==> config.mk <==
export PLATFORM = sky130hd
export DESIGN_NAME = isl58x_dac_streamer
export DESIGN_NICKNAME = d
export VERILOG_FILES = /design/src/rtl/isl58x_dac_streamer.sv
export SDC_FILE = /design/constraint.sdc
export NUM_CORES = 1
export LEC_CHECK = 0
export ABC_AREA = 1
export CAP_MARGIN = 40
export CELL_PAD_IN_SITES_DETAIL_PLACEMENT = 1
export CELL_PAD_IN_SITES_GLOBAL_PLACEMENT = 1
export CORE_MARGIN = 4
export CORE_UTILIZATION = 25
export DETAILED_ROUTE_END_ITERATION = 10
export PLACE_DENSITY_LB_ADDON = 0.1
export SYNTH_ARGS = -nofsm -noshare
export SYNTH_HDL_FRONTEND = slang
export SYNTH_SLANG_ARGS = --single-unit
export TNS_END_PERCENT = 10
==> constraint.sdc <==
create_clock -name clk -period 2.46 [get_ports clk]
set_input_delay 0.492 -clock clk [delete_from_list [all_inputs] [get_ports clk]]
set_output_delay 0.492 -clock clk [all_outputs]
set_load 0.02 [all_outputs]
==> src/rtl/isl58x_dac_streamer.sv <==
// ISL58x laser DAC streamer: sample FIFO, divided DAC clock, power/RTZ control.
// Ports: clk/reset (async low); s_data/s_valid/s_ready upstream stream;
//   enable/rtz_mode controls; fifo_level, underrun, underrun_count status;
//   isl58x_CE/CLK/D/LOWP/RTZ registered DAC pins.
module isl58x_dac_streamer #(
   parameter int unsigned DATA_W       = 15,
   parameter int unsigned FIFO_DEPTH   = 16,
   parameter int unsigned CLK_DIV      = 4,
   parameter int unsigned WAKE_PERIODS = 8,
   parameter logic [DATA_W-1:0] IDLE_CODE = '0
) (
   input  logic                          clk,
   input  logic                          reset,
   input  logic [DATA_W-1:0]             s_data,
   input  logic                          s_valid,
   output logic                          s_ready,
   input  logic                          enable,
   input  logic                          rtz_mode,
   output logic [$clog2(FIFO_DEPTH):0]   fifo_level,
   output logic                          underrun,
   output logic [15:0]                   underrun_count,
   output logic                          isl58x_CE,
   output logic                          isl58x_CLK,
   output logic [DATA_W-1:0]             isl58x_D,
   output logic                          isl58x_LOWP,
   output logic                          isl58x_RTZ
);

   localparam int AW = $clog2(FIFO_DEPTH);
   localparam int LW = AW + 1;
   localparam int DW = (CLK_DIV > 2) ? $clog2(CLK_DIV) : 1;
   localparam int WW = (WAKE_PERIODS > 2) ? $clog2(WAKE_PERIODS) : 1;

   localparam logic [LW-1:0] LVL_FULL  = LW'(FIFO_DEPTH);
   localparam logic [DW-1:0] DIV_LAST  = DW'(CLK_DIV - 1);
   localparam logic [DW-1:0] DIV_HALF  = DW'(CLK_DIV / 2);
   localparam logic [WW-1:0] WAKE_LAST = WW'(WAKE_PERIODS - 1);

   typedef enum logic [1:0] {
      SLEEP,
      WAKE,
      RUN,
      STOP
   } state_t;

   // ---------------- sample FIFO ----------------
   logic [DATA_W-1:0] mem [FIFO_DEPTH];
   logic [AW-1:0]     wr_ptr;
   logic [AW-1:0]     rd_ptr;
   logic [LW-1:0]     level;
   logic              alive;
   logic              full;
   logic              empty;
   logic              push;
   logic              pop;

   // ---------------- control ----------------
   state_t            state;
   logic [DW-1:0]     div_cnt;
   logic [WW-1:0]     wake_cnt;
   logic              period_start;
   logic              period_end;
   logic              clk_hi;
   logic              to_sleep;

   logic              ce_q;
   logic              clk_q;
   logic [DATA_W-1:0] d_q;
   logic              lowp_q;
   logic              rtz_q;
   logic              urun_q;
   logic [15:0]       urun_cnt;

   assign full  = (level == LVL_FULL);
   assign empty = (level == '0);

   // alive keeps s_ready low until the first edge after reset release;
   // full comes from registered occupancy, so a pop can never make room
   // for a push in the same cycle.
   assign s_ready = alive & ~full;
   assign push    = s_valid & s_ready;

   assign period_start = (div_cnt == '0);
   assign period_end   = (div_cnt == DIV_LAST);
   assign clk_hi       = (div_cnt >= DIV_HALF);

   // No fall-through: level is registered, so a sample written this cycle
   // is only seen at a later period start.
   assign pop = (state == RUN) & period_start & ~empty;

   // A period always runs to completion before dropping to SLEEP.
   assign to_sleep = period_end &
                     ((state == STOP) |
                      (((state == WAKE) | (state == RUN)) & ~enable));

   always_ff @(posedge clk) begin
      if (push) begin
         mem[wr_ptr] <= s_data;
      end
   end

   always_ff @(posedge clk or negedge reset) begin
      if (!reset) begin
         alive  <= 1'b0;
         wr_ptr <= '0;
         rd_ptr <= '0;
         level  <= '0;
      end else begin
         alive <= 1'b1;
         if (push) begin
            wr_ptr <= wr_ptr + 1'b1;
         end
         if (pop) begin
            rd_ptr <= rd_ptr + 1'b1;
         end
         unique case ({push, pop})
            2'b10:   level <= level + 1'b1;
            2'b01:   level <= level - 1'b1;
            default: level <= level;
         endcase
      end
   end

   always_ff @(posedge clk or negedge reset) begin
      if (!reset) begin
         state    <= SLEEP;
         div_cnt  <= '0;
         wake_cnt <= '0;
         ce_q     <= 1'b0;
         clk_q    <= 1'b0;
         d_q      <= IDLE_CODE;
         lowp_q   <= 1'b1;
         rtz_q    <= 1'b0;
         urun_q   <= 1'b0;
         urun_cnt <= '0;
      end else begin
         urun_q <= 1'b0;
         if (state == SLEEP) begin
            // Outputs already hold their sleep values; only RTZ tracks.
            rtz_q    <= rtz_mode;
            wake_cnt <= '0;
            if (enable) begin
               state  <= WAKE;
               ce_q   <= 1'b1;
               lowp_q <= 1'b0;
            end
         end else if (to_sleep) begin
            state   <= SLEEP;
            div_cnt <= '0;
            clk_q   <= 1'b0;
            ce_q    <= 1'b0;
            lowp_q  <= 1'b1;
            d_q     <= IDLE_CODE;
         end else begin
            div_cnt <= period_end ? '0 : div_cnt + 1'b1;
            // Registered from the current count: the rise lands mid-eye,
            // half a period after D changes.
            clk_q   <= clk_hi;
            unique case (state)
               WAKE: begin
                  if (period_end) begin
                     wake_cnt <= wake_cnt + 1'b1;
                  end
                  if (!enable) begin
                     state <= STOP;
                  end else if (period_end && wake_cnt == WAKE_LAST) begin
                     state <= RUN;
                  end
               end
               RUN: begin
                  if (period_start) begin
                     if (!empty) begin
                        d_q <= mem[rd_ptr];
                     end else begin
                        d_q    <= IDLE_CODE;
                        urun_q <= 1'b1;
                        if (urun_cnt != 16'hFFFF) begin
                           urun_cnt <= urun_cnt + 1'b1;
                        end
                     end
                  end
                  if (!enable) begin
                     state <= STOP;
                  end
               end
               default: begin
                  // STOP: finish the current period, no new pops.
                  state <= state;
               end
            endcase
         end
      end
   end

   assign fifo_level     = level;
   assign underrun       = urun_q;
   assign underrun_count = urun_cnt;
   assign isl58x_CE      = ce_q;
   assign isl58x_CLK     = clk_q;
   assign isl58x_D       = d_q;
   assign isl58x_LOWP    = lowp_q;
   assign isl58x_RTZ     = rtz_q;

endmodule

# --- Yosys cells after proc, flatten, opt, wreduce, memory -nomap -nowiden ---
# Memories as Yosys holds them, arrays and structs flattened.
# Index checks and enable logic that the tools add are counted.
word_totals:
  ram_bits: 240
  in_bits: 20
  memories: 1
  ff_bits: 57
mem_list:
  columns: ["memory", "depth", "word_bits", "read_ports", "rd_ports_with_merged_regs", "write_ports", "line_no", "text"]
  rows:
  - ["mem", 16, 15, 1, 0, 1, "47", "logic [DATA_W-1:0] mem [FIFO_DEPTH];"]
classes:
  n_reduce_logical: 16
  mux: 32
  n_eq_ne: 13
  order_cmp: 1
  addsub: 7
  bitwise_logic: 13
ops:
  columns: ["op", "n"]
  rows:
  - ["2-to-1 mux 15 bit", 4]
  - ["adder 16 x 1 -> 16 bit (second input constant)", 1]
  - ["2-to-1 mux 2 bit", 8]
  - ["inequality test 16 bit (second input constant)", 1]
  - ["2-to-1 mux 1 bit", 14]
  - ["2-to-1 mux 3 bit", 4]
  - ["nonzero test 2 bit", 6]
  - ["case mux 5 bit (2 select lines)", 1]
  - ["adder 4 x 1 -> 4 bit (second input constant)", 2]
  - ["== test 2 bit (second input constant)", 4]
  - ["AND 1 bit", 6]
  - ["AND reduction 3 bit", 2]
  - ["AND reduction 6 bit", 1]
  - ["adder 5 x 1 -> 5 bit (second input constant)", 1]
  - ["== test 5 bit (second input constant)", 1]
  - ["logical NOT 5 bit", 1]
  - ["inequality test 5 x 3 -> 1 bit (second input constant)", 1]
  - ["inverter 1 bit", 5]
  - ["subtractor 5 x 1 -> 5 bit (second input constant)", 1]
  - ["== test 2 x 1 -> 1 bit (second input constant)", 2]
  - ["logical NOT 2 bit", 2]
  - ["inequality test 4 x 3 -> 1 bit (second input constant)", 1]
  - ["case mux 2 bit (2 select lines)", 1]
  - ["AND reduction 4 bit", 1]
  - ["10 further kinds", 11]

# --- Longest topological paths before layout ---
depth:
  depth_word: 7
  depth_mapped: 16
  mapped_depth_nobuf: 16

# --- Worst setup path after synthesis ---
# OpenSTA, ideal clock, no wires.
synth_timing:
  path_type: "register to register"
  startpoint: "reg level[0], in the netlist fifo_level[0]"
  endpoint: "mem mem[11][0], enable pin"
  stages_incl_launch_ff: 7
  synth_period_minus_slack_ns: 2.282
  arrival_time_ns: 1.896
  slack_ns: 0.178
  path_cell_list: "dfrtp_1 nor2_1 nand3_1 nand2_1 nor2_1 nand2_1 nor2_1"
synth_via:
  elab_chain_len: 6
synth_lines:
  columns: ["element", "line_no", "text"]
  rows:
  - ["from (decl)", "50", "logic [LW-1:0] level;"]
  - ["from (signal assigned)", "117", "2'b10: level <= level + 1'b1;"]
  - ["from (signal assigned)", "118", "2'b01: level <= level - 1'b1;"]
  - ["from (signal assigned)", "119", "default: level <= level;"]
  - ["== test 5 bit", "74", "assign full = (level == LVL_FULL);"]
  - ["inverter 1 bit", "80", "assign s_ready = alive & ~full;"]
  - ["AND 1 bit", "80", null]
  - ["AND 1 bit", "81", "assign push = s_valid & s_ready;"]
  - ["2-to-1 mux 1 bit", "97", "if (push) begin"]
  - ["2-to-1 mux 1 bit (not written as such)", "98", "mem[wr_ptr] <= s_data;"]
  - ["to (decl)", "47", null]
# Every way passes these cells.

# --- Worst setup path in the final report ---
layout_timing:
  startpoint: "reg level[3], in the netlist fifo_level[3]"
  endpoint: "out s_ready"
layout_via:
  elab_chain_len: 3
layout_lines:
  columns: ["element", "line_no", "text"]
  rows:
  - ["== test 5 bit", "74", null]
  - ["inverter 1 bit", "80", null]
  - ["AND 1 bit", "80", null]
  - ["to (decl)", "16", "output logic s_ready,"]
# Every way passes these cells.

==> results.cfg <==
[outcome]
status = completed

[detailed_routing]
dr.pass1.iters = 5
drt-total-wl_um = 40800
drt-vias-per-instance = 4.27
drtIter0Drc = 425
drc_errors = 0
routedWlPerCell_um = 18.7
num_vias = 9331
drtAntennaViolNets = 0

[final_layout]
n_antenna_cell = 0
drive_gt1_share_pct = 9.96
layout.nets = 1507
fillers = 5919
area_growth_syn_to_layout_pct = 23.4

[setup_path]
worstPathArrival_ps = 1740
worst_r2r_endpoint = fifo_level[4]
cp_top_family = simple AND/OR/NAND/NOR gates
critPathSlowestCell = dfrtp_1
r2r_slack_ps = 280
r2r-start = div_cnt[0]
criticalPathCategory = reg2out
max_stage_delay_ps = 410
startpoint_type = register
crit_fanout = 4
crit_chain = nor2_2, nand3_1, nand2_1, inv_1, dlygate4sd2_1
cp_num_buf_inv = 2
rr_worst_depth = 16
required_ps = 1970
critPathCaptureType = primary output

[power_and_ir_drop]
pwr-share-comb_pct = 34.9
p_total_mw = 17.8
clock_power_share_pct = 29.8
switching_power_mw = 6.67
p_int_mw = 11.1
p_leak_nw = 7.08
p_sw_share_pct = 37.5
max-vdd-ir-drop_mv = 0.404
powerDensity_nw_per_um2 = 1080
pwr-share-seq_pct = 35.3

[yosys]
synth_ff_type = edfxtp_1
ys_warn_count = 0
synthMuxAreaShare_pct = 0
synth_cells = 1356
yosys.area_share.simple_pct = 22.9
synth_commonest_cells = nand2_1, edfxtp_1, inv_1
synth_top_area_share_pct = 54.1
synth.area.top_cells = edfxtp_1, nand2_1, dfrtp_1
yosysSeqAreaShare_pct = 64.8
syn_area_sq_um = 13300
synth_cell_types = 36
synthXorXnorAreaFrac_pct = 1.38
synth_most_common_cell = nand2_1
syn_avg_cell_area_sq_um = 9.83
synth-compound-area-share_pct = 1.00
synth_adder_area_share_pct = 1.88
synth_top_family_by_area = simple AND/OR/NAND/NOR gates
async_reset_ff_share_pct = 19.2
synth_edf_count = 240
synth_top_area_cell = edfxtp_1
synth-seq-cells = 297
syn-num-nets = 1396

[floorplan]
initial_utilization_pct = 25.3
io_pins = 62
die_y_um = 239
die_w_um = 239
core.rowCount = 84
die_area_sq_um = 57100
core_area_sq_um = 52700

[grt]
gr-total-overflow = 0
antenna_found_initial = 1
first_global_vias = 9581
grtUsageTotal_pct = 14.4
grt_start_max_net_pins = 65
grt_pass1_wl_um = 62000

[placement]
gp_congestion = 0.744
dp_slack_ps = 78.2
io_buffers = 61
dpl.hpwl_um = 25900

[cts]
clk_pin_slew_ps = 60
cts.sinks = 297
clk_latency_ps = 550
cts_made_buffers = 38
cts_tree = done
root_buffer = clkbuf_16
clockBufferDepth = 3
h-tree-depth = 2

[timing]
period_needed_ps = 2230
worst_pin_slew_ps = 723
finalSetupViolCount = 0
fin_tns_setup_ps = 0
final.period_utilization_pct = 90.8
clock-skew-final_ps = 21.0
final_hold_viol_count = 0
grt_setup_unrepaired = no
maxSlewViolCount = 0
max_slew_margin_pct = 51.6
fin_ws_ps = 226
fmax_mhz = 448

[hold_path]
hold_path.class = in2async

[run]
maxCapViolations = 0
[flip-flops by register name, summed over array words and instances (netlist names), 2 cells and up]
name            flops
mem               240
underrun_count     16
isl58x_D           15
fifo_level          5
rd_ptr              4
wr_ptr              4
wake_cnt            3
div_cnt             2
state               2
[per-layer routing]
| layer | routed length, um | track usage [%] | vias up |
|---|---|---|---|
| li1 | - | - | 4565 |
| met4 | 764 | 4.07 | 0 |
| met1 | 19400 | 20.1 | 4576 |
| met3 | 1570 | 2.04 | 45 |
| met2 | 19000 | 23.4 | 145 |
| met5 | 0 | 0 | - |
[final cells by class]
class                   count  area, sq um  share of cell area [%]
flip-flops and latches    297         8640                    52.5
multi-input cells         790         3690                    22.4
repair buffers            125         1290                    7.83
clock buffers              48         1020                    6.20
well taps                 688          861                    5.23
inverters                 215          812                    4.94
clock inverters            21          143                   0.867
[logic make-up (layout without fill, tap and decap cells)]
logic type	Yosys count	count (layout)
flops	297	297
fa+ha+maj	20	20
simple gates	725	725
compound gates	23	23
buf+inv	269	409
other cells	1	1
xor+xnor	21	21
[placed cells by master (no fill, tap or decap), drive strengths merged, types with 20 or more instances in the layout]
master / synthesis / layout
nand2: 472 / 472
clkbuf: 18 / 48
nand3: 195 / 195
nor2: 45 / 45
inv: 214 / 216
ha: 20 / 20
buf: 36 / 64
clkdlybuf4s50: 0 / 59
dfrtp: 56 / 56
edfxtp: 240 / 240
[timing repair]
item	in CTS	in global routing
setup buffers	0	0
pin swaps	0	0
endpoints found under the hold margin	12	0
hold buffers	1	0
setup endpoints to repair	1	3
resized for setup	2	5
[worst max-delay path by stage]
stage / cells after the start / endpoint / startpoint / slack, ps
global route: 16 / fifo_level[4] / div_cnt[0] / 20
CTS: 16 / fifo_level[4] / div_cnt[0] / 100
finish: 5 / s_ready / fifo_level[3] / 230
global placement: 12 / fifo_level[4] / s_valid / 110
floorplan: 6 / mem[11][0] / fifo_level[0] / 180
detailed placement: 12 / fifo_level[4] / s_valid / 80
[power groups by stage]
stage	Combinational, mW	Sequential (mW)	Clock (mW)
after CTS	6.39	6.29	5.53
after detailed placement	6.36	6.38	0
final	6.21	6.27	5.31
after global placement	6.36	6.37	0
after global routing	7.02	6.33	5.72
after floorplan	3.46	6.53	0
[through the flow]
step / hold WS (ps) / utilization, % / cells / cell area, sq um
3_5_place_dp: 433 / 29.0 / 2114 / 15300
3_3_place_gp: 431 / 29.0 / 2114 / 15300
5_1_grt: 406 / 31.2 / 2184 / 16500
2_1_floorplan: 196 / - / 1356 / 13300
4_1_cts: 367 / 31.2 / 2184 / 16400
6_report: 407 / 31.2 / 2184 / 16500
No activity file was read; power rests on OpenSTA's default activity.
